==> config.mk <==
export PLATFORM = sky130hd
export DESIGN_NAME = ctrl_issue
export DESIGN_NICKNAME = d
export VERILOG_FILES = /design/src/rtl/ctrl_issue.sv
export SDC_FILE = /design/constraint.sdc
export NUM_CORES = 1
export LEC_CHECK = 0
export CELL_PAD_IN_SITES_DETAIL_PLACEMENT = 0
export CELL_PAD_IN_SITES_GLOBAL_PLACEMENT = 2
export CORE_UTILIZATION = 43
export CTS_BUF_LIST = sky130_fd_sc_hd__clkbuf_8
export DETAILED_ROUTE_END_ITERATION = 7
export PLACE_DENSITY_LB_ADDON = 0.1
export SLEW_MARGIN = 30
export SYNTH_ARGS = -nofsm -noshare
export SYNTH_HDL_FRONTEND = slang
export SYNTH_SLANG_ARGS = --single-unit
==> constraint.sdc <==
create_clock -name clk -period 4.4 [get_ports clk]
set_input_delay 0.66 -clock clk [delete_from_list [all_inputs] [get_ports clk]]
set_output_delay 0.66 -clock clk [all_outputs]
set_load 0.02 [all_outputs]
==> src/rtl/ctrl_issue.sv <==
// ctrl_issue
// Issue stage in front of the 7-input control decoder. Control words arrive
// with a repeat count over a valid/ready handshake, wait in a small FIFO, and
// are driven one registered word per consumed beat onto the decoder inputs.
// Each word stays on out_op for (rep+1) beats that the decoder consumes.
//
// Ports:
//   clk         single clock, rising edge
//   rst_n       synchronous active-low reset
//   in_valid    producer offers {in_op, in_rep}
//   in_ready    stage can accept (combinational, from count only)
//   in_op       7-bit control word
//   in_rep      extra beats to hold the word
//   stall       decoder not consuming this cycle; freezes the issue side
//   out_op      registered word to decoder, bit i drives input xi
//   out_valid   out_op carries a live word
//   busy        a word is live or queued
//   issued_cnt  consumed-beat counter, wraps at 2^16
module ctrl_issue #(
  parameter int unsigned DEPTH    = 4,
  parameter logic [6:0]  NOP_CODE = 7'h00
) (
  input  logic        clk,
  input  logic        rst_n,
  input  logic        in_valid,
  output logic        in_ready,
  input  logic [6:0]  in_op,
  input  logic [3:0]  in_rep,
  input  logic        stall,
  output logic [6:0]  out_op,
  output logic        out_valid,
  output logic        busy,
  output logic [15:0] issued_cnt
);

  localparam int PW = (DEPTH > 1) ? $clog2(DEPTH) : 1;
  localparam int CW = $clog2(DEPTH + 1);

  typedef enum logic {
    IDLE  = 1'b0,
    ISSUE = 1'b1
  } state_t;

  state_t          state;
  logic [6:0]      mem_op  [DEPTH];
  logic [3:0]      mem_rep [DEPTH];
  logic [PW-1:0]   wr_ptr;
  logic [PW-1:0]   rd_ptr;
  logic [CW-1:0]   count;
  logic [3:0]      rep_left;
  logic            do_push;
  logic            do_pop;
  logic            holding;

  // in_ready looks only at the occupancy at the start of the cycle, so a
  // full FIFO refuses a push even when a pop frees a slot on the same edge.
  assign in_ready  = (count < CW'(DEPTH)) && rst_n;
  assign do_push   = in_valid && in_ready;
  assign holding   = (state == ISSUE) && (rep_left != 4'd0);
  assign do_pop    = !stall && !holding && (count != '0);
  assign out_valid = (state == ISSUE);
  assign busy      = out_valid || (count != '0);

  // Storage array needs no reset: the pointers and count are cleared, so
  // stale entries can never be popped.
  always_ff @(posedge clk) begin
    if (do_push) begin
      mem_op[wr_ptr]  <= in_op;
      mem_rep[wr_ptr] <= in_rep;
    end
  end

  // Pointer/occupancy bookkeeping plus the IDLE/ISSUE machine. A stalled
  // cycle leaves every issue-side register untouched; pushes still land.
  always_ff @(posedge clk) begin
    if (!rst_n) begin
      wr_ptr     <= '0;
      rd_ptr     <= '0;
      count      <= '0;
      rep_left   <= 4'd0;
      out_op     <= NOP_CODE;
      state      <= IDLE;
      issued_cnt <= 16'd0;
    end else begin
      if (do_push) wr_ptr <= wr_ptr + PW'(1);
      if (do_pop)  rd_ptr <= rd_ptr + PW'(1);
      count <= count + CW'(do_push) - CW'(do_pop);

      if (!stall) begin
        if (state == ISSUE) issued_cnt <= issued_cnt + 16'd1;

        if (holding) begin
          rep_left <= rep_left - 4'd1;
        end else if (count != '0) begin
          out_op   <= mem_op[rd_ptr];
          rep_left <= mem_rep[rd_ptr];
          state    <= ISSUE;
        end else begin
          out_op   <= NOP_CODE;
          rep_left <= 4'd0;
          state    <= IDLE;
        end
      end
    end
  end

endmodule

== After elaboration in Yosys (flattened, before gate mapping) ==
Memory sizes are Yosys's and may differ from the RTL's. A register that Yosys moved wholly into a read port is not among the register bits.
Cells that the tools add are included.
Widths: inputs -> output; s select.

* $add $sub $neg: 6
* Multiply operators: 0
* Divide/modulo/power cells: 0
* Magnitude comparators: 1
* Equal/unequal tests: 0
* Shifts and indexed selects: 0
* Mux-type cells: 10
* Bitwise gates (word level): 2
* Reduce and logical (&&, ||, !) cells: 12

{| class="wikitable"
|+ Operators with widths
! cell !! count
|-
| $add 16x1->16 const B || 1
|-
| $mux 2 || 4
|-
| $mux 4 || 2
|-
| $mux 7 || 1
|-
| $logic_and 1x1->1 || 5
|-
| $add 2x1->2 const B || 2
|-
| $reduce_and 2->1 || 2
|-
| $reduce_bool 4->1 || 1
|-
| $sub 4x1->4 const B || 1
|-
| $add 3x1->3 || 1
|-
| $lt 3x3->1 const B || 1
|-
| $mux 1 || 3
|-
| $reduce_bool 3->1 || 1
|-
| $sub 3x1->3 || 1
|-
| $logic_not 1->1 || 2
|-
| $not 1->1 || 2
|-
| $logic_or 1x1->1 || 1
|}

* Flip-flop bits (word level): 35
* Latch bits: 0
* RAM bits: 44
* ROM bits: 0
* Input bits: 15
* Output and inout port bits: 26
* Logic and storage cells: 40
* Memories kept: 2

{| class="wikitable"
|+ Memories
! name !! words !! width !! rd ports !! clocked after memory_dff !! write ports !! line !! RTL
|-
| mem_op || 4 || 7 || 1 || 1 || 1 || 45 || <nowiki>logic [6:0] mem_op [DEPTH];</nowiki>
|-
| mem_rep || 4 || 4 || 1 || 1 || 1 || 46 || <nowiki>logic [3:0] mem_rep [DEPTH];</nowiki>
|}

== Logic depth before layout (Yosys ltp) ==
Gate-level depths: netlist (run 1).

* Depth in word-level cells: 7
* Depth in mapped cells: 13
* Depth with buffers taken out: 12

== Least setup slack after synthesis (run 1) ==
No wires, ideal clock.

* Kind: input-to-reg
* Start point: input rst_n
* End point: register count[2]
* Library setup time: 0.128 ns
* Data arrival time: 2.597 ns
* Required time: 4.272 ns
* Setup slack: 1.676 ns
* Cell stages on the path: 11
* Buffers on the path: 0
* Cell sequence: nor2b_1 > and2_1 > inv_1 > ha_1 > inv_1 > ha_1 > inv_1 > fa_1 > xor2_1 > xnor2_1 > nor2_1

* Longest elaborated chain between the ends: 4

{| class="wikitable"
|+ Ends and longest elaborated chain
! element !! line !! RTL
|-
| from (decl) || 24 || <nowiki>input logic rst_n,</nowiki>
|-
| $logic_and 1x1->1 || 57 || <nowiki>assign in_ready = (count < CW'(DEPTH)) && rst_n;</nowiki>
|-
| $logic_and 1x1->1 || 58 || <nowiki>assign do_push = in_valid && in_ready;</nowiki>
|-
| $add 3x1->3 || 87 || <nowiki>count <= count + CW'(do_push) - CW'(do_pop);</nowiki>
|-
| $sub 3x1->3 || 87 ||
|-
| to (signal assigned) || 87 ||
|-
| to (decl) || 49 || <nowiki>logic [CW-1:0] count;</nowiki>
|}

Parallel ways exist; a longest one is shown, timed or not.
A chain may end at the register's enable or synchronous reset.

== Worst setup path after layout (run 1) ==
* Start point: register rep_left[0]
* End point: register count[2]

* Longest elaborated chain between the ends: 6

{| class="wikitable"
|+ Ends and longest elaborated chain
! element !! line !! RTL
|-
| from (decl) || 50 || <nowiki>logic [3:0] rep_left;</nowiki>
|-
| from (signal assigned) || 93 || <nowiki>rep_left <= rep_left - 4'd1;</nowiki>
|-
| from (signal assigned) || 96 || <nowiki>rep_left <= mem_rep[rd_ptr];</nowiki>
|-
| $reduce_bool 4->1 || 59 || <nowiki>assign holding = (state == ISSUE) && (rep_left != 4'd0);</nowiki>
|-
| $logic_and 1x1->1 || 59 ||
|-
| $logic_not 1->1 || 60 || <nowiki>assign do_pop = !stall && !holding && (count != '0);</nowiki>
|-
| $logic_and 1x1->1 (2 in a row) || 60 ||
|-
| $sub 3x1->3 || 87 ||
|}

Every way passes these cells.

==> results by group, run 1 <==
STA
  • Fin crit share: 68.4%
  • Final Hold Fails: 0
  • Post-route worst setup slack: 1390 ps
  • Final Skew: 6.97 ps
  • Unrepaired setup endpoints after global routing: false
  • Hold_ws: 478 ps
  • Slew Viols, Final: 0
  • Final min period: 3010 ps
  • Max-slew headroom: 47.5%
  • Setup TNS Final: 0 ps
  • Max Fclk: 333 MHz
  • Setup violations, final: 0
  • Worst-Margin Slew: 786 ps

Setup path
  • Critical Path Start Type: register
  • CP Max Fanout: 13
  • Crit-path slowest cell: a211oi_4
  • Flop2flop setup slack: 1390 ps
  • Cell family with most CP delay: adder cells
  • Slowest stage delay, CP: 580 ps
  • Worst R2R End: count[2]
  • Required time of the critical path: 4630 ps
  • Crit Path Category: reg2reg
  • Critical path arrival: 3230 ps
  • Worst reg2reg path startpoint: rep_left[0]
  • CP Depth: 12
  • Worst-case reg-to-reg path depth: 12
  • Buf/Inv on CP: 3
  • Critical path cell sequence: inv_1, ha_1, or3b_4, a211oi_4, ha_1, inv_1, ha_1, inv_1, fa_1, xor2_1, xnor2_1, nor2_1
  • CP Capture Type: register

Die
  • Die area: 0.00789 mm2
  • Initial Util: 44.7%
  • DIE HEIGHT: 88.8 um
  • Chip width: 88.8 um
  • Cell Rows: 31
  • I/O Pins: 41
  • Core area: 0.00725 mm2

Layout
  • Syn-to-layout area delta: 20.2%
  • Commonest cells after routing, fill and taps aside: edfxtp_1, clkdlybuf4s50_1, dfxtp_1
  • Fraction of layout cells with a size suffix above 1: 10.1%
  • Design area: 0.00390 mm2
  • Leading cell type in the layout, fill and taps excluded: edfxtp_1
  • # diodes: 0
  • Fin nets: 306

Power and ir drop
  • Clock network power share: 26.7%
  • Sw Pwr: 546 uW
  • Part of the power in combinational logic: 21.8%
  • Leak: 1.33 nW
  • Pwr Density: 470 mW/mm2
  • Seq pwr share: 51.5%
  • P_int: 1.29 mW
  • Switching Share: 29.8%
  • Worst vdd ir: 0.000223 V

Clocking
  • Clock Sinks: 81
  • Cts hold-fix bufs: 0
  • TritonCTS clock tree: built
  • Setup Buffers After CTS: 0
  • CTS Root Cell: clkbuf_8
  • Total CTS buffers: 9
  • Max Buffers Root-to-Sink: 2
  • H-tree depth: 3
  • Clock slew at reported path FFs: 80 ps
  • Resize count post-CTS: 0
  • Worst-Skew Late Latency: 360 ps

GRT
  • Grt ovf: 0
  • Largest net degree at the start of global routing: 33
  • Initial antenna violation count: 0
  • Total track usage: 16.9%
  • Vias in the first global route: 1864
  • First-pass GRT wire length: 9340 um

Drt
  • Drt wl/cell: 15.1 um
  • Vias: 1962
  • Post-Route WL: 5840 um
  • DR pass1 iterations: 5
  • Via density: 5.08
  • Residual DRC count: 0
  • DRT iter0 DRCs: 58
  • Final ANT Viol Nets: 0

Placed design
  • Pre-CTS WS: 1030 ps
  • Port Buffers: 40
  • Placed cell areas: 0.00372 mm2
  • Placer Congestion: 0.749
  • Post-DP HPWL: 3880 um

Logic synthesis
  • Synthesized cell area: 0.00324 mm2
  • Post-synth top area cell: edfxtp_1
  • Yosys cell types: 36
  • Cell count after synthesis: 240
  • Synthesis Warnings: 0
  • Synth top area cells: edfxtp_1, dfxtp_1, mux4_2, ha_1, xor2_1
  • Top-area cell type share of the netlist area: 40.7%
  • Syn_nets: 264
  • Seq/Total Area, Yosys: 63.6%
  • FF+latch count, synth: 81
  • Synthesized area per cell: 13.5 um2

Worst hold path
  • Worst hold path depth: 2
  • Hold WC Path Type: reg2reg
  • HP Start: rd_ptr[1]

Run
  • Reported max-cap violation count: 0

Outcome
  • Status: finished clean
[routing by layer]
metal / wire [um] / share of wire [%] / up-vias / global-route usage, %
met5: 0 / 0 / - / 0
met4: 125 / 2.1 / 0 / 8.36
met3: 242 / 4.1 / 13 / 5.13
met2: 2690 / 46 / 40 / 26.4
met1: 2780 / 48 / 940 / 21.4
li1: - / - / 969 / -
[worst register-to-register path, stage by stage (launching register included)]
cell and delay [ps]:
dfxtp_1 320, inv_1 90, ha_1 180, or3b_4 430
a211oi_4 580, ha_1 340, inv_1 50, ha_1 130
inv_1 40, fa_1 360, xor2_1 160, xnor2_1 130
nor2_1 50
[logic make-up after synthesis]
| group | share of synthesized area (%) |
|---|---|
| flip-flops | 63.6 |
| AND/OR/NAND/NOR | 11.9 |
| AO/OA/AOI/OAI | 5.94 |
| buffers and inverters | 2.58 |
| XOR/XNOR | 4.05 |
| multiplexers | 8.26 |
| adder cells (fa/ha/maj) | 3.70 |
[synth_stat cells]
master / count
a31oi_1: 2
and3_1: 4
a221oi_1: 1
buf_6: 1
edfxtp_1: 44
and4b_1: 2
a21o_1: 1
o31ai_1: 1
mux2i_1: 2
and2_1: 4
or3b_4: 1
nor2b_1: 3
a32oi_1: 1
nand3_1: 3
a211oi_4: 1
o21ai_0: 7
nor3_1: 4
nand2b_1: 2
xnor2_1: 5
ha_1: 8
a21oi_1: 8
buf_4: 1
a22oi_1: 7
and4_1: 2
inv_1: 10
nor4bb_1: 1
nand2_1: 13
buf_2: 1
fa_1: 1
xor2_1: 10
mux4_2: 11
dfxtp_1: 37
nand4_1: 6
or3_1: 6
clkbuf_1: 6
nor2_1: 23
[through the flow]
step                power (mW)  util, %  instances
global placement          1.37     51.3        370
CTS                       1.86     53.8        386
finish                    1.83     53.8        386
global route              1.94     53.8        386
detailed placement        1.37     51.3        370
floorplan                 1.24        -        240
[worst max-delay path by stage]
stage | endpoint | start | slack (ps)
2_1_floorplan | count[2] | rst_n | 1680
3_3_place_gp | count[2] | stall | 1040
3_5_place_dp | count[2] | stall | 1030
4_1_cts | count[2] | rep_left[0] | 1340
5_1_grt | count[2] | rep_left[0] | 1170
6_report | count[2] | rep_left[0] | 1390
[power groups by stage]
stage	combinational [mW]	sequential (mW)	clock, mW
final	0.399	0.944	0.489
after global routing	0.443	0.959	0.539
after CTS	0.406	0.948	0.508
after detailed placement	0.404	0.966	0
after global placement	0.402	0.965	0
after floorplan	0.308	0.935	0
[sequential cells by signal, summed over array words and instances, names as in the netlist, named ones only]
signal,cells
out_op,7
count,3
issued_cnt,16
wr_ptr,2
out_valid,1
rep_left,4
mem_op,28
mem_rep,16
rd_ptr,2
[final cells by class]
cell class / count / area, um2
clock buffer: 9 / 124
fill: 646 / 3350
timing repair buffer: 40 / 400
clock inverter: 7 / 53.8
inverter: 10 / 37.5
sequential: 81 / 2060
multi-input combinational: 140 / 1100
tap: 99 / 124
Note: power is estimated with default switching activity, not from simulation.
==> run 2, diff against run 1 <==
--- a/config.mk
+++ b/config.mk
@@ -7,7 +7,7 @@
 export LEC_CHECK = 0
 export CELL_PAD_IN_SITES_DETAIL_PLACEMENT = 0
 export CELL_PAD_IN_SITES_GLOBAL_PLACEMENT = 2
-export CORE_UTILIZATION = 43
+export CORE_UTILIZATION = 40
 export CTS_BUF_LIST = sky130_fd_sc_hd__clkbuf_8
 export DETAILED_ROUTE_END_ITERATION = 7
 export PLACE_DENSITY_LB_ADDON = 0.1
==> constraint.sdc (replaced) <==
create_clock -name clk -period 2.8 [get_ports clk]
set_input_delay 0.42 -clock clk [delete_from_list [all_inputs] [get_ports clk]]
set_output_delay 0.42 -clock clk [all_outputs]
set_load 0.02 [all_outputs]
==> run 2 against run 1 <==
Against the previous run: flip-flop and latch count unchanged; clock-buffer cell count unchanged; clock power rose by 72%; sequential share of layout area down 1.4 points; register-to-register slack worse by 1200 ps; combinational power grew 81%; largest cell class unchanged.
==> results by group, run 2 (synthesized netlist as in run 1, its figures left out) <==
Power and ir drop
  • P_int: 2.14 mW (+66%)
  • Final Total Pwr: 2.99 mW (+63%)
  • Part of the power in combinational logic: 24.1% (+2.3 points)
  • Pwr Density: 748 mW/mm2 (+59%)
  • Leak: 1.40 nW (+5.0%)
  • Seq pwr share: 47.9% (-3.6 points)
  • Clock network power share: 28.0% (+1.3 points)
  • Worst vdd ir: 0.000334 V (+50%)
  • Switching Share: 28.6% (-1.2 points)
  • Sw Pwr: 857 uW (+57%)

Layout
  • Max FFs per register: 28 (unchanged)
  • Fraction of layout cells with a size suffix above 1: 13.1% (+3.0 points)
  • Largest reg by FF count: mem_op
  • Regs by FF count: mem_op (28), issued_cnt (16), mem_rep (16)
  • Fin nets: 317 (+3.6%)
  • # diodes: 0 (unchanged)
  • Syn-to-layout area delta: 23.4%
  • Leading cell type in the layout, fill and taps excluded: edfxtp_1
  • Commonest cells after routing, fill and taps aside: edfxtp_1, clkdlybuf4s50_1, dfxtp_1
  • Filler Cell Count: 675 (+4.5%)

Clocking
  • Worst-Skew Late Latency: 350 ps (about the same)
  • Cts hold-fix bufs: 0 (unchanged)
  • Resize count post-CTS: 0 (unchanged)
  • Max Buffers Root-to-Sink: 2 (unchanged)
  • H-tree depth: 3 (unchanged)
  • CTS Root Cell: clkbuf_8
  • Clock slew at reported path FFs: 80 ps (about the same)
  • Clock Sinks: 81 (unchanged)
  • TritonCTS clock tree: built
  • Total CTS buffers: 9 (unchanged)
  • Setup Buffers After CTS: 0 (unchanged)

STA
  • Max-slew headroom: 55.8% (+8.3 points)
  • Final Hold Fails: 0 (unchanged)
  • Slew Viols, Final: 0 (unchanged)
  • Worst-Margin Slew: 663 ps (-123 ps)
  • Final Skew: 13.0 ps (+6.00 ps)
  • Setup TNS Final: 0 ps (unchanged)
  • Fin crit share: 93.1% (+25 points)
  • Final min period: 2610 ps (-400 ps)
  • Setup violations, final: 0 (unchanged)
  • Unrepaired setup endpoints after global routing: false
  • Max Fclk: 384 MHz (+15%)

Drt
  • DR pass1 iterations: 4 (-1)
  • Vias: 2021 (+3.0%)
  • Final ANT Viol Nets: 0 (unchanged)
  • Residual DRC count: 0 (unchanged)
  • DRT iter0 DRCs: 60 (+3.4%)
  • Post-Route WL: 6260 um (+7.1%)
  • Via density: 5.05 (-0.60%)
  • Drt wl/cell: 15.6 um (+3.4%)

Setup path
  • CP Max Fanout: 5 (-8)
  • Flop2flop setup slack: 190 ps (-1200 ps)
  • Critical path arrival: 2840 ps (-390 ps)
  • CP Capture Type: register
  • Critical Path Start Type: register
  • Crit Path Category: reg2reg
  • Required time of the critical path: 3040 ps (-1590 ps)

Placed design
  • Port Buffers: 40 (unchanged)
  • Post-DP HPWL: 4150 um (+7.0%)
  • Placer Congestion: 0.689 (-8.0%)

Die
  • Die area: 0.00847 mm2 (+7.3%)
  • I/O Pins: 41 (unchanged)
  • Initial Util: 41.8% (-3.0 points)
  • DIE HEIGHT: 92.0 um (+3.6%)
  • Core area: 0.00777 mm2 (+7.1%)
  • Cell Rows: 32 (+3.2%)
  • Chip width: 92.0 um (+3.6%)

Run
  • Reported max-cap violation count: 0 (unchanged)

GRT
  • Total track usage: 16.5% (-0.42 points)
  • Vias in the first global route: 1960 (+5.2%)
  • Largest net degree at the start of global routing: 29 (-12%)
  • Initial antenna violation count: 0 (unchanged)
  • First-pass GRT wire length: 10200 um (+8.8%)
  • Grt ovf: 0 (unchanged)

Outcome
  • Status: finished clean

Worst hold path
  • Hold WC Path Type: reg2reg
[run 2: changes by cell type in the layout (fill, tap and decap cells not counted), sizes merged]
cell	delta
inv	-1
buf	+11
bufinv	+1
[run 2: power by group through the flow]
stage / combinational (mW) / clock [mW] / sequential [mW]
6_report: 0.722 / 0.839 / 1.43
5_1_grt: 0.798 / 0.919 / 1.45
4_1_cts: 0.739 / 0.866 / 1.43
3_5_place_dp: 0.737 / 0 / 1.46
3_3_place_gp: 0.732 / 0 / 1.46
2_1_floorplan: 0.485 / 0 / 1.47
[run 2: routing by layer]
metal / global-route usage, % / vias to the layer above / wire (um)
met1: 19.9 / 987 / 2800
met5: 0 / - / 0
li1: - / 987 / -
met2: 27.5 / 41 / 3150
met4: 6.25 / 0 / 81
met3: 4.98 / 6 / 224
[run 2: critical path, stage by stage, from the launching register on]
cell and delay, ps:
dfxtp_1 320, inv_1 80, ha_1 180, or3b_4 430
a211oi_4 270, ha_1 260, inv_1 60, ha_1 130
inv_1 50, fa_1 370, xor2_1 170, xnor2_1 130
nor2_1 50
[run 2: layout make-up]
type,count,area [um2],area share [%]
Timing Repair Buffer,51,483,12.1
Tap cell,102,128,3.19
Inverter,10,37.5,0.938
Multi-Input combinational cell,140,1100,27.4
Clock inverter,7,71.3,1.78
Clock buffer,9,124,3.09
Sequential cell,81,2060,51.5
[run 2: path summary, 6_finish.rpt]
check                       from        endpoint  cells after the start
hold / removal    issued_cnt[15]  issued_cnt[15]                      2
setup / recovery     rep_left[0]        count[2]                     12
setup reg to reg     rep_left[0]        count[2]                     12
hold reg to reg   issued_cnt[15]  issued_cnt[15]                      2
[run 2: per-stage QoR]
stage | worst slack (ps) | instances | hold slack, ps | utilization (%) | instance area, um2
floorplan | 130 | 240 | 449 | - | 3240
global placement | 184 | 384 | 461 | 49.0 | 3810
detailed placement | 125 | 384 | 469 | 49.0 | 3810
CTS | 192 | 400 | 482 | 51.5 | 4000
global route | 15.8 | 400 | 506 | 51.5 | 4000
finish | 193 | 400 | 481 | 51.5 | 4000
==> run 3, diff against run 2 <==
--- a/config.mk
+++ b/config.mk
@@ -5,11 +5,13 @@
 export SDC_FILE = /design/constraint.sdc
 export NUM_CORES = 1
 export LEC_CHECK = 0
+export CAP_MARGIN = 20
 export CELL_PAD_IN_SITES_DETAIL_PLACEMENT = 0
 export CELL_PAD_IN_SITES_GLOBAL_PLACEMENT = 2
-export CORE_UTILIZATION = 40
+export CORE_UTILIZATION = 45
 export CTS_BUF_LIST = sky130_fd_sc_hd__clkbuf_8
 export DETAILED_ROUTE_END_ITERATION = 7
+export DONT_BUFFER_PORTS = 1
 export PLACE_DENSITY_LB_ADDON = 0.1
 export SLEW_MARGIN = 30
 export SYNTH_ARGS = -nofsm -noshare
==> constraint.sdc (replaced) <==
create_clock -name clk -period 2.8 [get_ports clk]
set_input_delay 0.42 -clock clk [delete_from_list [all_inputs] [get_ports clk]]
set_output_delay 0.42 -clock clk [all_outputs]
set_load 0.1 [all_outputs]
==> run 3 against run 2 <==
Against the previous run: die area fell by 11%; clock skew decreased by 5.7 ps; wire length fell by 2.6%; cell count down 9.3%; register-to-register slack lost 30 ps; hold slack got worse by 320 ps; flip-flop and latch count unchanged; sequential power rose by 15%; maximum frequency down 1.3%; setup slack lost 35 ps; non-clock buffer count shrank 31; cell area decreased by 8.6%; largest power group unchanged.
==> results by group, run 3 (synthesized netlist as in run 1, its figures left out) <==
Setup path
  • Buf/Inv on CP: 3 (unchanged)
  • CP Max Fanout: 5 (unchanged)
  • CP Capture Type: register
  • Critical path cell sequence: inv_2, ha_2, or3b_4, a211oi_4, ha_1, inv_1, ha_1, inv_1, fa_1, xor2_1, xnor2_1, nor2_1
  • Crit Path Category: reg2reg
  • Required time of the critical path: 3050 ps (about the same)
  • Crit-path slowest cell: or3b_4
  • Critical Path Start Type: register
  • Critical path arrival: 2890 ps (+50 ps)
  • Cell family with most CP delay: adder cells
  • Slowest stage delay, CP: 420 ps (about the same)

STA
  • Final Skew: 7.27 ps (-5.70 ps)
  • Max-slew headroom: 33.7% (-22 points)
  • Final min period: 2640 ps (+34.7 ps)
  • Setup TNS Final: 0 ps (unchanged)
  • Final Hold Fails: 0 (unchanged)
  • Slew Viols, Final: 0 (unchanged)
  • Max Fclk: 379 MHz (-1.3%)
  • Setup violations, final: 0 (unchanged)
  • Fin crit share: 94.4% (+1.2 points)
  • Worst-Margin Slew: 994 ps (+331 ps)
  • Unrepaired setup endpoints after global routing: false

Placed design
  • Placed Cells: 347 (-9.6%)
  • Port Buffers: 0 (-100%)
  • Placer Congestion: 0.784 (+14%)
  • Post-DP HPWL: 4150 um (about the same)

Drt
  • DRT iter0 DRCs: 117 (+95%)
  • Vias: 1940 (-4.0%)
  • DR pass1 iterations: 6 (+2)
  • Via density: 5.34 (+5.8%)
  • Post-Route WL: 6090 um (-2.6%)
  • Drt wl/cell: 16.8 um (+7.3%)
  • Residual DRC count: 0 (unchanged)
  • Final ANT Viol Nets: 0 (unchanged)

Outcome
  • Status: finished clean

GRT
  • Grt ovf: 0 (unchanged)
  • Vias in the first global route: 2021 (+3.1%)
  • Initial antenna violation count: 0 (unchanged)
  • First-pass GRT wire length: 9740 um (-4.1%)
  • Total track usage: 17.9% (+1.5 points)
  • Largest net degree at the start of global routing: 21 (-28%)

Layout
  • Largest reg by FF count: mem_op
  • Regs by FF count: mem_op (28), issued_cnt (16), mem_rep (16)
  • Syn-to-layout area delta: 12.8%
  • Fin nets: 286 (-9.8%)
  • Max FFs per register: 28 (unchanged)
  • Fraction of layout cells with a size suffix above 1: 19.1% (+6.0 points)
  • Leading cell type in the layout, fill and taps excluded: edfxtp_1
  • # diodes: 0 (unchanged)
  • Commonest cells after routing, fill and taps aside: edfxtp_1, dfxtp_1, nor2_1
  • Final std cells w/o fill: 363 (-9.3%)
  • Filler Cell Count: 596 (-12%)

Worst hold path
  • Hold WC Path Type: in2reg

Die
  • DIE HEIGHT: 86.9 um (-5.6%)
  • Chip width: 86.9 um (-5.6%)
  • Initial Util: 47.2% (+5.5 points)
  • Core area: 0.00687 mm2 (-12%)
  • I/O Pins: 41 (unchanged)
  • Die area: 0.00755 mm2 (-11%)
  • Cell Rows: 30 (-6.3%)

Clocking
  • H-tree depth: 3 (unchanged)
  • Clock slew at reported path FFs: 90 ps (about the same)
  • Max Buffers Root-to-Sink: 2 (unchanged)
  • Setup Buffers After CTS: 0 (unchanged)
  • Total CTS buffers: 9 (unchanged)
  • Worst-Skew Late Latency: 350 ps (about the same)
  • CTS Root Cell: clkbuf_8
  • Clock Sinks: 81 (unchanged)
  • TritonCTS clock tree: built

Run
  • Reported max-cap violation count: 0 (unchanged)

Power and ir drop
  • Pwr Density: 844 mW/mm2 (+13%)
  • Leak: 1.30 nW (-7.0%)
  • Worst vdd ir: 0.000366 V (+9.5%)
[run 3: final cells by class]
cell class | instances | area (um2) | share of cell area (%)
flip-flops and latches | 81 | 2060 | 56.4
multi-input cells | 140 | 1110 | 30.3
repair buffers | 20 | 150 | 4.11
clock buffers | 9 | 124 | 3.39
well taps | 96 | 120 | 3.28
clock inverters | 7 | 56.3 | 1.54
inverters | 10 | 37.5 | 1.03
[run 3: stage by stage]
step                util [%]  cell area (um2)  hold WS [ps]  setup WS (ps)  power, mW
floorplan                  -             3250           449           56.4       2.21
global placement        50.6             3470           465            287       2.33
detailed placement      50.6             3470           478           84.8       2.35
CTS                     53.2             3650           141           68.0       3.12
global route            53.2             3660           141           39.0       3.24
finish                  53.2             3660           160            158       3.09
[run 3: timing repair]
action | in CTS | in global routing
resized for setup | 0 | 2
endpoints found under the setup margin | 0 | 1
hold buffers | 0 | 0
[run 3: routing by layer]
| metal | GRT usage, % | share of wire, % | vias up |
|---|---|---|---|
| li1 | - | - | 926 |
| met1 | 19.1 | 40 | 938 |
| met2 | 31.6 | 52 | 64 |
| met3 | 5.02 | 6.4 | 12 |
| met4 | 10.6 | 2.3 | 0 |
| met5 | 0 | 0 | - |
[run 3: path summary, 6_finish.rpt]
kind | startpoint | endpoint | slack (ps) | depth (start not counted)
max | rep_left[0] | count[2] | 160 | 12
min | in_op[1] | mem_op[0][1] | 160 | 0
max reg2reg | rep_left[0] | count[2] | 160 | 12
min reg2reg | rd_ptr[1] | register | 490 | 2
[run 3: worst reg2reg max path: stages (launching register included)]
cell and delay [ps]:
dfxtp_1 330, inv_2 70, ha_2 190, or3b_4 420
a211oi_4 240, ha_1 270, inv_1 60, ha_1 140
inv_1 50, fa_1 370, xor2_1 200, xnor2_1 150
nor2_1 50
[run 3: power breakdown]
group          switching (mW)  total, mW  internal (mW)
Clock                   0.434      0.764          0.331
Combinational           0.395      0.685          0.290
Sequential              0.279       1.64           1.36
